==> src/rtl/counter_bank_arbiter.sv <==
// Bank of small up-counters fed by one round-robin-arbitrated incrementer,
// with a sequenced sweep-clear FSM. One increment is granted per cycle at most.
module counter_bank_lane #(
  parameter int WIDTH = 4
) (
  input  logic             clk_i,
  input  logic             rst_i,
  input  logic             inc_i,
  input  logic             clr_i,
  output logic [WIDTH-1:0] count_o,
  output logic             ovf_o
);
  logic [WIDTH-1:0] count_q;
  logic             ovf_q;

  always_ff @(posedge clk_i) begin
    if (rst_i || clr_i) begin
      count_q <= '0;
      ovf_q   <= 1'b0;
    end else if (inc_i) begin
      count_q <= count_q + WIDTH'(1);
      if (&count_q) ovf_q <= 1'b1;
    end
  end

  assign count_o = count_q;
  assign ovf_o   = ovf_q;
endmodule

module counter_bank_arbiter #(
  parameter int NUM_REQ = 4,
  parameter int WIDTH   = 4,
  localparam int IW     = $clog2(NUM_REQ)
) (
  input  logic               clock_i,
  input  logic               reset_i,
  input  logic               enable_i,
  input  logic [NUM_REQ-1:0] req_i,
  input  logic [NUM_REQ-1:0] clr_i,
  input  logic               sweep_start_i,
  input  logic [IW-1:0]      rd_sel_i,
  output logic [WIDTH-1:0]   rd_data_o,
  output logic [NUM_REQ-1:0] grant_o,
  output logic [NUM_REQ-1:0] overflow_o,
  output logic               busy_o
);
  localparam int NPAD = 1 << IW;

  typedef enum logic {RUN, SWEEP} state_e;

  state_e                         state_q, state_d;
  logic [IW-1:0]                  ptr_q, ptr_d;
  logic [IW-1:0]                  k_q, k_d;
  logic [NUM_REQ-1:0]             grant_q, grant_d;
  logic [NUM_REQ-1:0]             elig, lane_clr;
  logic [NUM_REQ-1:0][WIDTH-1:0]  count;
  logic [NPAD-1:0][WIDTH-1:0]     rd_pad;
  logic [IW-1:0]                  win;
  logic                           found;

  // A clear on index i removes it from this cycle's arbitration entirely.
  assign elig = (state_q == RUN && enable_i) ? (req_i & ~clr_i) : '0;

  always_comb begin
    int idx;
    found = 1'b0;
    win   = '0;
    for (int off = 0; off < NUM_REQ; off++) begin
      idx = int'(ptr_q) + off;
      if (idx >= NUM_REQ) idx = idx - NUM_REQ;
      if (!found && elig[idx]) begin
        found = 1'b1;
        win   = IW'(idx);
      end
    end
  end

  always_comb begin
    grant_d = '0;
    ptr_d   = ptr_q;
    if (found) begin
      grant_d = NUM_REQ'(1) << win;
      ptr_d   = (win == IW'(NUM_REQ - 1)) ? '0 : win + 1'b1;
    end
  end

  always_comb begin
    state_d = state_q;
    k_d     = k_q;
    case (state_q)
      RUN: begin
        if (sweep_start_i) begin
          state_d = SWEEP;
          k_d     = '0;
        end
      end
      SWEEP: begin
        if (k_q == IW'(NUM_REQ - 1)) begin
          state_d = RUN;
          k_d     = '0;
        end else begin
          k_d = k_q + 1'b1;
        end
      end
      default: state_d = RUN;
    endcase
  end

  always_ff @(posedge clock_i) begin
    if (reset_i) begin
      state_q <= RUN;
      ptr_q   <= '0;
      k_q     <= '0;
      grant_q <= '0;
    end else begin
      state_q <= state_d;
      ptr_q   <= ptr_d;
      k_q     <= k_d;
      grant_q <= grant_d;
    end
  end

  for (genvar g = 0; g < NUM_REQ; g++) begin : g_clr
    assign lane_clr[g] = clr_i[g] | ((state_q == SWEEP) && (k_q == IW'(g)));
  end

  counter_bank_lane #(.WIDTH(WIDTH)) u_lane [NUM_REQ-1:0] (
    .clk_i   (clock_i),
    .rst_i   (reset_i),
    .inc_i   (grant_d),
    .clr_i   (lane_clr),
    .count_o (count),
    .ovf_o   (overflow_o)
  );

  // Unused select codes (rd_sel >= NUM_REQ) read back as zero.
  for (genvar g = 0; g < NPAD; g++) begin : g_rd
    if (g < NUM_REQ) begin : g_live
      assign rd_pad[g] = count[g];
    end else begin : g_zero
      assign rd_pad[g] = '0;
    end
  end

  assign rd_data_o = rd_pad[rd_sel_i];
  assign grant_o   = grant_q;
  assign busy_o    = (state_q == SWEEP);
endmodule

==> config.mk <==
export PLATFORM = sky130hd
export DESIGN_NAME = counter_bank_arbiter
export DESIGN_NICKNAME = d
export VERILOG_FILES = /design/src/rtl/counter_bank_arbiter.sv
export SDC_FILE = /design/constraint.sdc
export NUM_CORES = 1
export LEC_CHECK = 0
export ABC_AREA = 1
export CORE_MARGIN = 5
export CORE_UTILIZATION = 43
export DETAILED_ROUTE_END_ITERATION = 8
export PLACE_DENSITY = 0.75
export RECOVER_POWER = 25
export SYNTH_ARGS = -nofsm -noshare
export SYNTH_HDL_FRONTEND = slang
export SYNTH_SLANG_ARGS = --single-unit
==> constraint.sdc <==
create_clock -name clock_i -period 5.1 [get_ports clock_i]
set_input_delay 0.765 -clock clock_i [delete_from_list [all_inputs] [get_ports clock_i]]
set_output_delay 0.765 -clock clock_i [all_outputs]
set_load 0.1 [all_outputs]
# Word-level counts from Yosys, hierarchy flattened
# Index checks and enable logic that the tools add are counted.
[word_totals]
register_bits = 29
output_inout_bits = 13
elab_cells = 102
input_bits = 14
[classes]
shifts = 1
addsub = 13
eq_ne = 5
muxes = 35
bitwise_logic = 7
order_cmp = 9
reduce_logical = 20
[op_table]
columns = ["op", "count"]
rows = [
  ["less-than comparator 32 x 4 -> 1 bit, second input constant", 4],
  ["2-to-1 mux 32 bit", 4],
  ["AND reduction 5 bit", 4],
  ["adder 4 x 1 -> 4 bit, second input constant", 4],
  ["2-to-1 mux 1 bit", 14],
  ["2-to-1 mux 2 bit", 7],
  ["2-to-1 mux 4 bit", 3],
  ["subtractor 3 x 3 -> 4 bit, second input constant", 3],
  [">= comparator 3 bit, second input constant", 3],
  ["binary-select mux 1 bit (select 2 bit)", 4],
  ["binary-select mux 4 bit (select 2 bit)", 1],
  ["logical AND 1 bit", 8],
  ["adder 2 x 2 -> 3 bit, second input constant", 2],
  ["equality test 2 bit, second input constant", 3],
  ["adder 2 x 1 -> 2 bit, second input constant", 2],
  ["AND 4 bit", 1],
  ["logical OR 1 bit", 4],
  ["inverter 4 bit", 1],
  ["OR 1 bit", 4],
  ["one-hot mux 2 bit (2 select lines)", 1],
  ["<< shifter 1 x 2 -> 4 bit, first input constant", 1],
  ["subtractor 2 x 3 -> 4 bit, second input constant", 1],
  ["adder 2 x 1 -> 3 bit, second input constant", 1],
  [">= comparator 2 x 3 -> 1 bit, second input constant", 1],
  ["other kinds (7)", 9],
]

# Logic depth before layout (Yosys ltp)
# Gate-level depths: netlist of run 1.
[logic_depth]
depth_word = 19
depth_mapped = 16
mapped_depth_nobuf = 16

# Hierarchy
# Synthesis of run 1 repeated with hierarchy kept, for this count alone.
[hier_totals]
cells_unflattened = 243
hier_area_um2 = 1770.4
[by_module_without_submodules]
columns = ["module", "seq_area_each_um2", "instances", "cells_per_inst", "area_per_inst_um2"]
rows = [
  ["counter_bank_arbiter", 180.2, 1, 139, 934.6],
  ["counter_bank_lane", 100.1, 4, 26, 209.0],
]

# Least setup slack after synthesis of run 1
# OpenSTA, ideal clock, no wires.
[synth_timing]
path_kind = "in2out"
from = "in rd_sel_i[0]"
to = "out rd_data_o[2]"
n_path_buf = 1
arrival_time_ns = 3.258
t_required_ns = 4.335
slack_ns = 1.077
stages = 4
path_cell_list = "inv_1 clkbuf_1 o21ai_0 o21ai_0"
[synth_via]
elab_chain_len = 2
[synth_rtl]
columns = ["element", "line_no", "text"]
rows = [
  ["from (decl)", "41", "input logic [IW-1:0] rd_sel_i,"],
  ["binary-select mux 4 bit (select 2 bit)", "145", "assign rd_data_o = rd_pad[rd_sel_i];"],
  ["2-to-1 mux 4 bit (not written as such)", "145", ""],
  ["to (decl)", "42", "output logic [WIDTH-1:0] rd_data_o,"],
]
# Every way passes these cells. The select of a mux whose other input is x is not followed.

# Final worst setup path of run 1
# Ends and elaborated chain as after synthesis.

==> results.md, run 1 <==
* Syn Inst Count at around 240
* First-pass GRT wire length at around 6200 um
* Share of cells above drive strength 1 at 0.0632
* Logic pwr share at 0.519
* Area fraction in compound gates after synthesis at 0.119
* Setup TNS at 0 ns
* #FFs+latches synth at 29
* TritonCTS clock tree: done
* Worst setup SP type: primary input
* Final HPWL from detailed placement at about 2800 um
* Slew of the pin with the lowest slew margin at between 0.9 and 1 ns
* Mapped cell area at approximately 0.0018 mm^2
* Crit path kind: primary input to output port
* Die extent in y at 73.9 um
* Critical-path maximum fanout at 11
* # setup viols final at 0
* Post-CTS Setup Inserts at 0
* Htree depth at 2
* Pin count of the biggest net entering global routing at 19
* Mux contribution to synthesized area at 0
* Synth warn at 0
* Initial core utilization at 0.441
* Hold_buf cts at 0
* Pwr Density at 468 mW/mm^2
* Clock Skews at 0.00782 ns
* Status: finished, final reports clean
* Hold crit path type: flip-flop to flip-flop
* DR vias/cell at ~5.0
* Reg2reg start: busy_o
* Worst EP required at 4.34 ns
* PortBufs at 26
* Yosys cell types at 28
* Worst stage delay on the critical path at between 1 and 1.5 ns
* Simple-gate share of the synthesized area at 0.298
* Reg clk slew, reported paths at approximately 0.060 ns
* Switching Fraction at 0.489
* Num CTS Buffers at 5
* Cell Count, Final, Fillers Out at roughly 320
* DRC viols at 0
* Clock Tree Root: clkbuf_8
* Initial DRT Pass Iterations at 4
* Relative slew slack at 0.350
* Synthesized-area fraction occupied by adder cells at 0.0857
* Commonest non-fill, non-tap cell in the layout: nand2_1
* Post-Route WL at about 3700 um
* Final period util at 0.751
* 1st-iter DRT viols at between 100 and 150
* Die area at ~0.0055 mm^2
* Pwr Total at 970 uW
* Clk pwr share at 0.186
* Fin. Hold Viols at 0
* Total grt overflow at 0
* Final Net Count at 294
* CP endpoint kind: output port
* Vias post-DR at approximately 1.6k
* Vias in the first global route at 1,488
* Seq pwr share at 0.294
* Seq/Total Area, Yosys at 0.331
* Xor/xnor share of the synthesized area at 0.0542
* Max VDD drop at 0.000282 V
* Largest family of logic cells by synthesized area: simple AND/OR/NAND/NOR gates
* CTS Sinks at 29
* Most frequent cells in the layout: 40 x nand2_1, 37 x nor2_1, 31 x inv_1
* CTS Buffer Depth at 2
* Fill count at 391
* Core Box Area at 0.00397 mm^2
* ANT cells at 0
* Site Rows at 23
* Clock latency on the worst-skew pair at roughly 0.28 ns
* Max Clk Rate at around 260 MHz
* Crit path cell chain: clkdlybuf4s50_1 -> inv_1 -> a21oi_1 -> o21ai_0 -> o21ai_0 -> clkdlybuf4s50_1
* Max Cap Viol at 0
* Top Ports at 27
* WP data arrival at 3.07 ns
* Post-route ant nets at 0
* Post-cts repair resize count at 0
* Routed wire per std cell at 11.7 um
* Origin of the worst min-delay path: u_lane[0].ovf_o
* Chip width at between 70 and 80 um
* NetSw at between 400 and 500 uW
* Synth Net Count at 270
* Tmin final at about 3.8 ns
* Routability cong. at ~0.86
* Syn Area/Cell at slightly above 7 um^2
* Initial antenna violation count at 0
* Max-slew violations at 0
* Placed cell count at just over 300
* Crit-path slowest cell: clkdlybuf4s50_1
* RSZ-0062 raised after global routing: false
* Total internal power at 495 uW
* Leak at around 0.93 nW
* CP startpoint: rd_sel_i[0]
* P&R area growth vs syn at 18.1%
* GRT Util Overall at 0.149
## worst paths after layout
check / to / slack (ns) / depth (start not counted)
worst max register to register: u_lane[0].count_o[0] / 2.35 / 12
worst max-delay path: rd_data_o[2] / 1.27 / 6
worst min-delay path: u_lane[0].ovf_o / 0.46 / 2
worst min register to register: u_lane[0].ovf_o / 0.46 / 2
## per-layer routing
metal,GRT usage,share of wire
met3,0.0424,0.035
met1,0.165,0.44
met4,0.0825,0.024
met5,0,0
met2,0.255,0.50
## Yosys cell counts, drive strengths merged
library cell,n,area (um^2)
nand2,42,163
nor2,37,155
inv,32,120
dfxtp,29,581
nand3,26,140
a21oi,22,110
ha,12,150
o21ai,11,58.8
xor2,9,78.8
buf,8,67.6
nand4,7,58.8
clkbuf,1,3.75
clkinv,1,5.00
nor3,1,5.00
o211ai,1,7.51
o21a,1,7.51
o21bai,1,7.51
o221a,1,11.3
o22ai,1,6.26
xnor2,1,16.3
## logic make-up after synthesis
group / after synthesis
and+or+nand+nor: 113
buffers and inverters: 42
AOI/OAI and AO/OA: 38
DFF: 29
adders and majority gates: 12
xor gates and xnor gates: 10
## final cells by class
class                      count  area [um^2]  area share
inverter                      33          125      0.0604
clock buffer                   6         72.6      0.0350
sequential                    29          581       0.280
clock inverter                 2         10.0     0.00483
timing repair buffer          26          260       0.126
tap                           50         62.6      0.0302
multi-input combinational    173          960       0.463
## sequential cells by signal, indices dropped and copies added (netlist names)
name / count
u_lane.count_o: 16
busy_o: 1
grant_o: 4
ptr_q: 2
k_q: 2
u_lane.ovf_o: 4
## worst max-delay path, delay by kind of cell
kind                   cells  cell delay, ns
buffers and inverters      3            1.91
AOI/OAI and AO/OA          3            0.38
## stage by stage
stage	utilization	worst slack [ns]	hold slack, ns	area (um^2)
after detailed placement	0.505	1.30	0.458	2000
after global routing	0.521	1.12	0.495	2070
after floorplan	-	1.08	0.441	1750
after CTS	0.526	1.26	0.473	2090
final	0.521	1.27	0.463	2070
after global placement	0.505	1.35	0.449	2000
## power groups by stage
stage	Combinational, mW	Sequential, mW	Clock, mW
finish	0.504	0.285	0.181
global route	0.560	0.289	0.196
CTS	0.511	0.286	0.185
detailed placement	0.509	0.290	0
global placement	0.500	0.290	0
floorplan	0.383	0.332	0
(Power assumes the default switching activity.)
==> inputs of run 2 (changes only) <==
Settings changed: PLACE_DENSITY 0.75 to 0.78.
Clock period 5.1 ns to 3.4 ns, I/O delays scaled along.
==> run 2 against run 1 <==
Against the previous run: via count decreased by 1.3%; core utilization unchanged; setup slack got worse by 0.55 ns; non-clock buffer count unchanged; clock-buffer cell count unchanged; cell area unchanged; clock skew decreased by 0.0048 ns; sequential share of layout area unchanged; critical endpoint is now u_lane[0].count_o[0]; final cell count unchanged; worst hold slack got worse by 0.0021 ns; critical path depth increased by 8; clock power increased by 49%.
==> results.md, run 2 (synthesis results as in run 1) <==
* Origin of the worst min-delay path: u_lane[1].ovf_o (was u_lane[0].ovf_o)
* Relative slew slack at 0.229 (was 0.350)
* Logic pwr share at 0.518 (was 0.519)
* Clk pwr share at 0.186 (about the same)
* Initial core utilization at 0.441 (unchanged)
* RSZ-0062 raised after global routing: false (unchanged)
* Post-CTS Setup Inserts at 0 (unchanged)
* Vias in the first global route at 1,427 (was 1,488)
* Switching Fraction at 0.488 (was 0.489)
* PortBufs at 26 (unchanged)
* Site Rows at 23 (unchanged)
* Vias post-DR at 1,574 (was 1,595)
* Die extent in y at 73.9 um (unchanged)
* Leak at 0.939 nW (was 0.931 nW)
* Top Ports at 27 (unchanged)
* Max-slew violations at 0 (unchanged)
* Worst setup SP type: primary input (unchanged)
* Final HPWL from detailed placement at 2830 um (about the same)
* Max VDD drop at 0.000458 V (was 0.000282 V)
* 1st-iter DRT viols at 149 (was 128)
* First-pass GRT wire length at 6130 um (was 6240 um)
* Slew of the pin with the lowest slew margin at 1.16 ns (was 0.972 ns)
* Hold Path End: u_lane[1].ovf_o (was u_lane[0].ovf_o)
* Core Box Area at 0.00397 mm^2 (unchanged)
* R2R depth at 14 (was 12)
* Final period util at 0.788
* CP endpoint kind: flip-flop (was output port)
* Cell Count, Final, Fillers Out at 319 (unchanged)
* CTS Sinks at 29 (unchanged)
* Total grt overflow at 0 (unchanged)
* Chip width at 73.9 um (unchanged)
* NetSw at 707 uW (was 475 uW)
* ANT cells at 0 (unchanged)
* Max Clk Rate at around 370 MHz
* DR vias/cell at 4.93 (was 5.00)
* Clock Skews at 0.00301 ns (was 0.00782 ns)
* Num CTS Buffers at 5 (unchanged)
* Initial antenna violation count at 0 (unchanged)
* Worst reg-to-reg setup slack at 0.94 ns (was 2.35 ns)
* Die area at 0.00545 mm^2 (unchanged)
* Setup TNS at 0 ns (unchanged)
* Hold slack at 0.461 ns (was 0.463 ns)
* Placed cell count at 311 (unchanged)
* CTS Buffer Depth at 2 (unchanged)
* Clock Tree Root: clkbuf_8 (unchanged)
* # setup viols final at 0 (unchanged)
* Share of cells above drive strength 1 at 0.0818 (was 0.0632)
* Most frequent cells in the layout: 40 x nand2_1, 36 x nor2_1, 31 x inv_1 (was 40 x nand2_1, 37 x nor2_1, 31 x inv_1)
* Initial DRT Pass Iterations at 4 (unchanged)
* Reg2reg start: ptr_q[0] (was busy_o)
* Hold crit path type: flip-flop to flip-flop (unchanged)
* Post-cts repair resize count at 0 (unchanged)
* Post-Route WL at 3590 um (was 3720 um)
* Crit path kind: primary input to flip-flop (was primary input to output port)
* Pwr Density at 699 mW/mm^2 (was 468 mW/mm^2)
* FF-to-FF End: u_lane[0].count_o[0] (unchanged)
* Total internal power at 740 uW (was 495 uW)
* Seq pwr share at 0.296 (was 0.294)
* Commonest non-fill, non-tap cell in the layout: nand2_1 (unchanged)
* Max Cap Viol at 0 (unchanged)
* Worst EP required at 3.57 ns (was 4.34 ns)
* Tmin final at between 2 and 3 ns
* Status: finished, final reports clean (unchanged)
* Post-route ant nets at 0 (unchanged)
* Max reg flops at 16 (unchanged)
* WP data arrival at 2.85 ns (was 3.07 ns)
* DRC viols at 0 (unchanged)
* Htree depth at 2 (unchanged)
* P&R area growth vs syn at 18.1% (unchanged)
* Reg clk slew, reported paths at 0.06 ns (about the same)
* Final Net Count at 294 (unchanged)
* Hold path depth at 2 (unchanged)
* Routability cong. at 0.799 (was 0.864)
* TritonCTS clock tree: done (unchanged)
* Routed wire per std cell at 11.3 um (was 11.7 um)
* Fin. Hold Viols at 0 (unchanged)
* Clock latency on the worst-skew pair at 0.28 ns (about the same)
* Hold_buf cts at 0 (unchanged)
* Critical-path maximum fanout at 18 (was 11)
* GRT Util Overall at 0.145 (was 0.149)
* Pin count of the biggest net entering global routing at 19 (unchanged)
[run 2: how the worst max path moves through the flow]
stage,from,end,slack [ns],cells after the start
after global placement,enable_i,u_lane[0].count_o[0],0.57,14
final,enable_i,u_lane[0].count_o[0],0.72,14
after CTS,enable_i,u_lane[0].count_o[0],0.74,14
after global routing,enable_i,u_lane[0].count_o[2],0.49,14
after detailed placement,enable_i,u_lane[0].count_o[0],0.44,14
after floorplan,rd_sel_i[0],rd_data_o[0],0.51,5
[run 2: per-layer routing]
metal,wire length [um],vias up,share of wire,track usage
li1,-,834,-,-
met1,1620,702,0.45,0.179
met2,1730,27,0.48,0.237
met3,155,11,0.043,0.0383
met4,84,0,0.023,0.0604
met5,0,-,0,0
[run 2: stage by stage]
step	setup slack [ns]	util	total power [mW]	cell area [um^2]
after floorplan	0.510	-	1.07	1750
after global placement	0.567	0.502	1.17	1990
after detailed placement	0.440	0.502	1.19	1990
after CTS	0.738	0.522	1.46	2070
after global routing	0.491	0.521	1.55	2070
final	0.721	0.521	1.45	2070
[run 2: critical path, cell delays in order]
cell             delay, ns
clkdlybuf4s50_1       0.46
inv_1                 0.08
nor2_8                0.14
nand3_1               0.14
nand3_1               0.13
nand2_2               0.10
nand4_4               0.23
clkinv_2              0.10
nor2_1                0.21
inv_1                 0.10
ha_1                  0.26
nand2_1               0.17
xor2_1                0.16
nor2_1                0.05
[run 2: area by class of cell]
type                       count  area, um^2
timing repair buffer          26         244
inverter                      33         125
sequential                    29         581
multi-input combinational    173         976
clock inverter                 2        10.0
tap                           50        62.6
clock buffer                   6        72.6
fill                         390        1900
[run 2: power by group through the flow]
stage | Clock, mW | Combinational (mW) | Sequential (mW)
after floorplan | 0 | 0.575 | 0.498
after global placement | 0 | 0.731 | 0.435
after detailed placement | 0 | 0.749 | 0.436
after CTS | 0.275 | 0.755 | 0.429
after global routing | 0.290 | 0.825 | 0.435
final | 0.269 | 0.750 | 0.428
==> inputs of run 3 (changes only) <==
Settings changed: PLACE_DENSITY 0.78 to 0.75.
Clock period 3.4 ns to 2.8 ns, I/O delays scaled along.
==> run 3 against run 2 <==
Against the previous run: wire length rose by 5.0%; clock skew is 0.0024 ns higher; power is 25% higher; critical path type unchanged.
==> results.md, run 3 (synthesis results as in run 1) <==
* Final period util at 0.892
* Initial core utilization at 0.441 (unchanged)
* Pin count of the biggest net entering global routing at 18 (was 19)
* Worst reg-to-reg setup slack at 0.45 ns (was 0.94 ns)
* Core Box Area at 0.00397 mm^2 (unchanged)
* Commonest non-fill, non-tap cell in the layout: nand2_1 (unchanged)
* CTS Buffer Depth at 2 (unchanged)
* Routability cong. at 0.782 (was 0.799)
* Pwr Density at 864 mW/mm^2 (was 699 mW/mm^2)
* Vias post-DR at 1,598 (was 1,574)
* DRC viols at 0 (unchanged)
* CP endpoint kind: flip-flop (unchanged)
* Worst setup path end: u_lane[2].count_o[3] (was u_lane[0].count_o[0])
* Post-route ant nets at 0 (unchanged)
* Worst EP required at 2.98 ns (was 3.57 ns)
* First-pass GRT wire length at 6280 um (was 6130 um)
* Max reg flops at 16 (unchanged)
* GRT Util Overall at 0.150 (was 0.145)
* Crit-path slowest cell: clkdlybuf4s50_1 (unchanged)
* Final Net Count at 296 (was 294)
* Max VDD drop at 0.000548 V (was 0.000458 V)
* Htree depth at 2 (unchanged)
* Reg clk slew, reported paths at 0.06 ns (about the same)
* Place WS at 0.00364 ns (was 0.440 ns)
* Crit path kind: primary input to flip-flop (unchanged)
* 1st-iter DRT viols at 91 (was 149)
* CP startpoint: enable_i (unchanged)
* Most frequent cells in the layout: 40 x nand2_1, 35 x nor2_1, 31 x inv_1 (was 40 x nand2_1, 36 x nor2_1, 31 x inv_1)
* Clock Tree Root: clkbuf_8 (unchanged)
* ANT cells at 0 (unchanged)
* WP data arrival at 2.67 ns (was 2.85 ns)
* Status: finished, final reports clean (unchanged)
* Crit path cell chain: clkdlybuf4s50_1 -> inv_1 -> nor2_8 -> nand3_1 -> nand3_1 -> nand2_1 -> inv_1 -> nand2_1 -> nand2_1 -> xor2_1 -> nor2_2 -> inv_1 -> ha_1 -> nand4_1 -> o21ai_0 -> nor2_1 (was clkdlybuf4s50_1 -> inv_1 -> nor2_8 -> nand3_1 -> nand3_1 -> nand2_2 -> nand4_4 -> clkinv_2 -> nor2_1 -> inv_1 -> ha_1 -> nand2_1 -> xor2_1 -> nor2_1)
* Origin of the worst min-delay path: u_lane[1].ovf_o (unchanged)
* Top Ports at 27 (unchanged)
* Final HPWL from detailed placement at 2930 um (was 2830 um)
* Hold_buf cts at 0 (unchanged)
* Initial antenna violation count at 0 (unchanged)
* Slew of the pin with the lowest slew margin at 1.17 ns (was 1.16 ns)
* Vias in the first global route at 1,482 (was 1,427)
* Initial DRT Pass Iterations at 4 (unchanged)
* R2R depth at 13 (was 14)
* Hold crit path type: flip-flop to flip-flop (unchanged)
* Hold slack at 0.472 ns (was 0.461 ns)
* Total grt overflow at 0 (unchanged)
* Routed wire per std cell at 11.7 um (was 11.3 um)
* Chip width at 73.9 um (unchanged)
* Site Rows at 23 (unchanged)
* Max-slew violations at 0 (unchanged)
* P&R area growth vs syn at 19.6% (was 18.1%)
* Share of cells above drive strength 1 at 0.103 (was 0.0818)
* RSZ-0062 raised after global routing: false (unchanged)
* TritonCTS clock tree: done (unchanged)
* Fin. Hold Viols at 0 (unchanged)
* PortBufs at 26 (unchanged)
* Post-Route WL at 3770 um (was 3590 um)
* Relative slew slack at 0.222 (was 0.229)
* Die extent in y at 73.9 um (unchanged)
* Critical-path maximum fanout at 8 (was 18)
* Num CTS Buffers at 5 (unchanged)
* Worst stage delay on the critical path at 0.45 ns (was 0.46 ns)
* Die area at 0.00545 mm^2 (unchanged)
* Setup TNS at 0 ns (unchanged)
* Clock Skews at 0.00538 ns (was 0.00301 ns)
* Fill count at 395 (was 390)
* Max Cap Viol at 0 (unchanged)
* CTS Sinks at 29 (unchanged)
* Tmin final at approximately 2.5 ns
* Leak at 0.938 nW (was 0.939 nW)
* Max Clk Rate at around 400 MHz
* Reg2reg start: ptr_q[0] (unchanged)
* DR vias/cell at 4.98 (was 4.93)
* Final setup margin at 0.302 ns (was 0.721 ns)
* Clock latency on the worst-skew pair at 0.28 ns (about the same)
* # setup viols final at 0 (unchanged)
* FF-to-FF End: u_lane[2].count_o[3] (was u_lane[0].count_o[0])
* Worst setup SP type: primary input (unchanged)
-- run 3: cell type report --
cell class | instances | area (um^2) | share of cell area
multi-input combinational | 173 | 978 | 0.467
sequential | 29 | 582 | 0.277
timing repair buffer | 28 | 267 | 0.127
inverter | 33 | 125 | 0.0597
clock buffer | 6 | 72.6 | 0.0346
tap | 50 | 62.6 | 0.0298
clock inverter | 2 | 10.0 | 0.00477
-- run 3: repair_timing --
action,CTS,global route
gates resized for setup,0,1
endpoints found under the setup margin,0,1
setup buffers,0,0
-- run 3: how the worst min path moves through the flow --
stage	end	cells after the start	slack [ns]
after floorplan	u_lane[1].ovf_o	2	0.44
final	u_lane[1].ovf_o	2	0.47
after global placement	u_lane[3].ovf_o	2	0.45
after detailed placement	u_lane[1].ovf_o	2	0.46
after global routing	u_lane[3].ovf_o	2	0.51
after CTS	u_lane[1].ovf_o	2	0.48
-- run 3: critical path: cells and delay by family --
kind                       cells  cell delay (ns)
and+or+nand+nor                9             0.88
buffers and inverters          4             0.73
xor gates and xnor gates       1             0.23
AOI/OAI and AO/OA              1             0.21
adders and majority gates      1             0.20
-- run 3: layer usage --
metal  vias to the layer above  routed length [um]  global-route usage
li1                        839                   -                   -
met1                       727                1710               0.183
met2                        26                1840               0.251
met3                         6                 157              0.0383
met4                         0                  62              0.0543
met5                         -                   0                   0
-- run 3: where the power goes --
group          leakage, nW  internal (mW)  switching [mW]
sequential           0.235          0.461          0.0539
clock               0.0450          0.172           0.156
combinational        0.658          0.298           0.672
-- run 3: through the flow --
step | power [mW] | util | std cells | area [um^2]
after floorplan | 1.30 | - | 244 | 1750
after global placement | 1.47 | 0.513 | 313 | 2040
after detailed placement | 1.49 | 0.513 | 313 | 2040
after CTS | 1.83 | 0.534 | 321 | 2120
after global routing | 1.96 | 0.528 | 321 | 2100
final | 1.81 | 0.528 | 321 | 2100
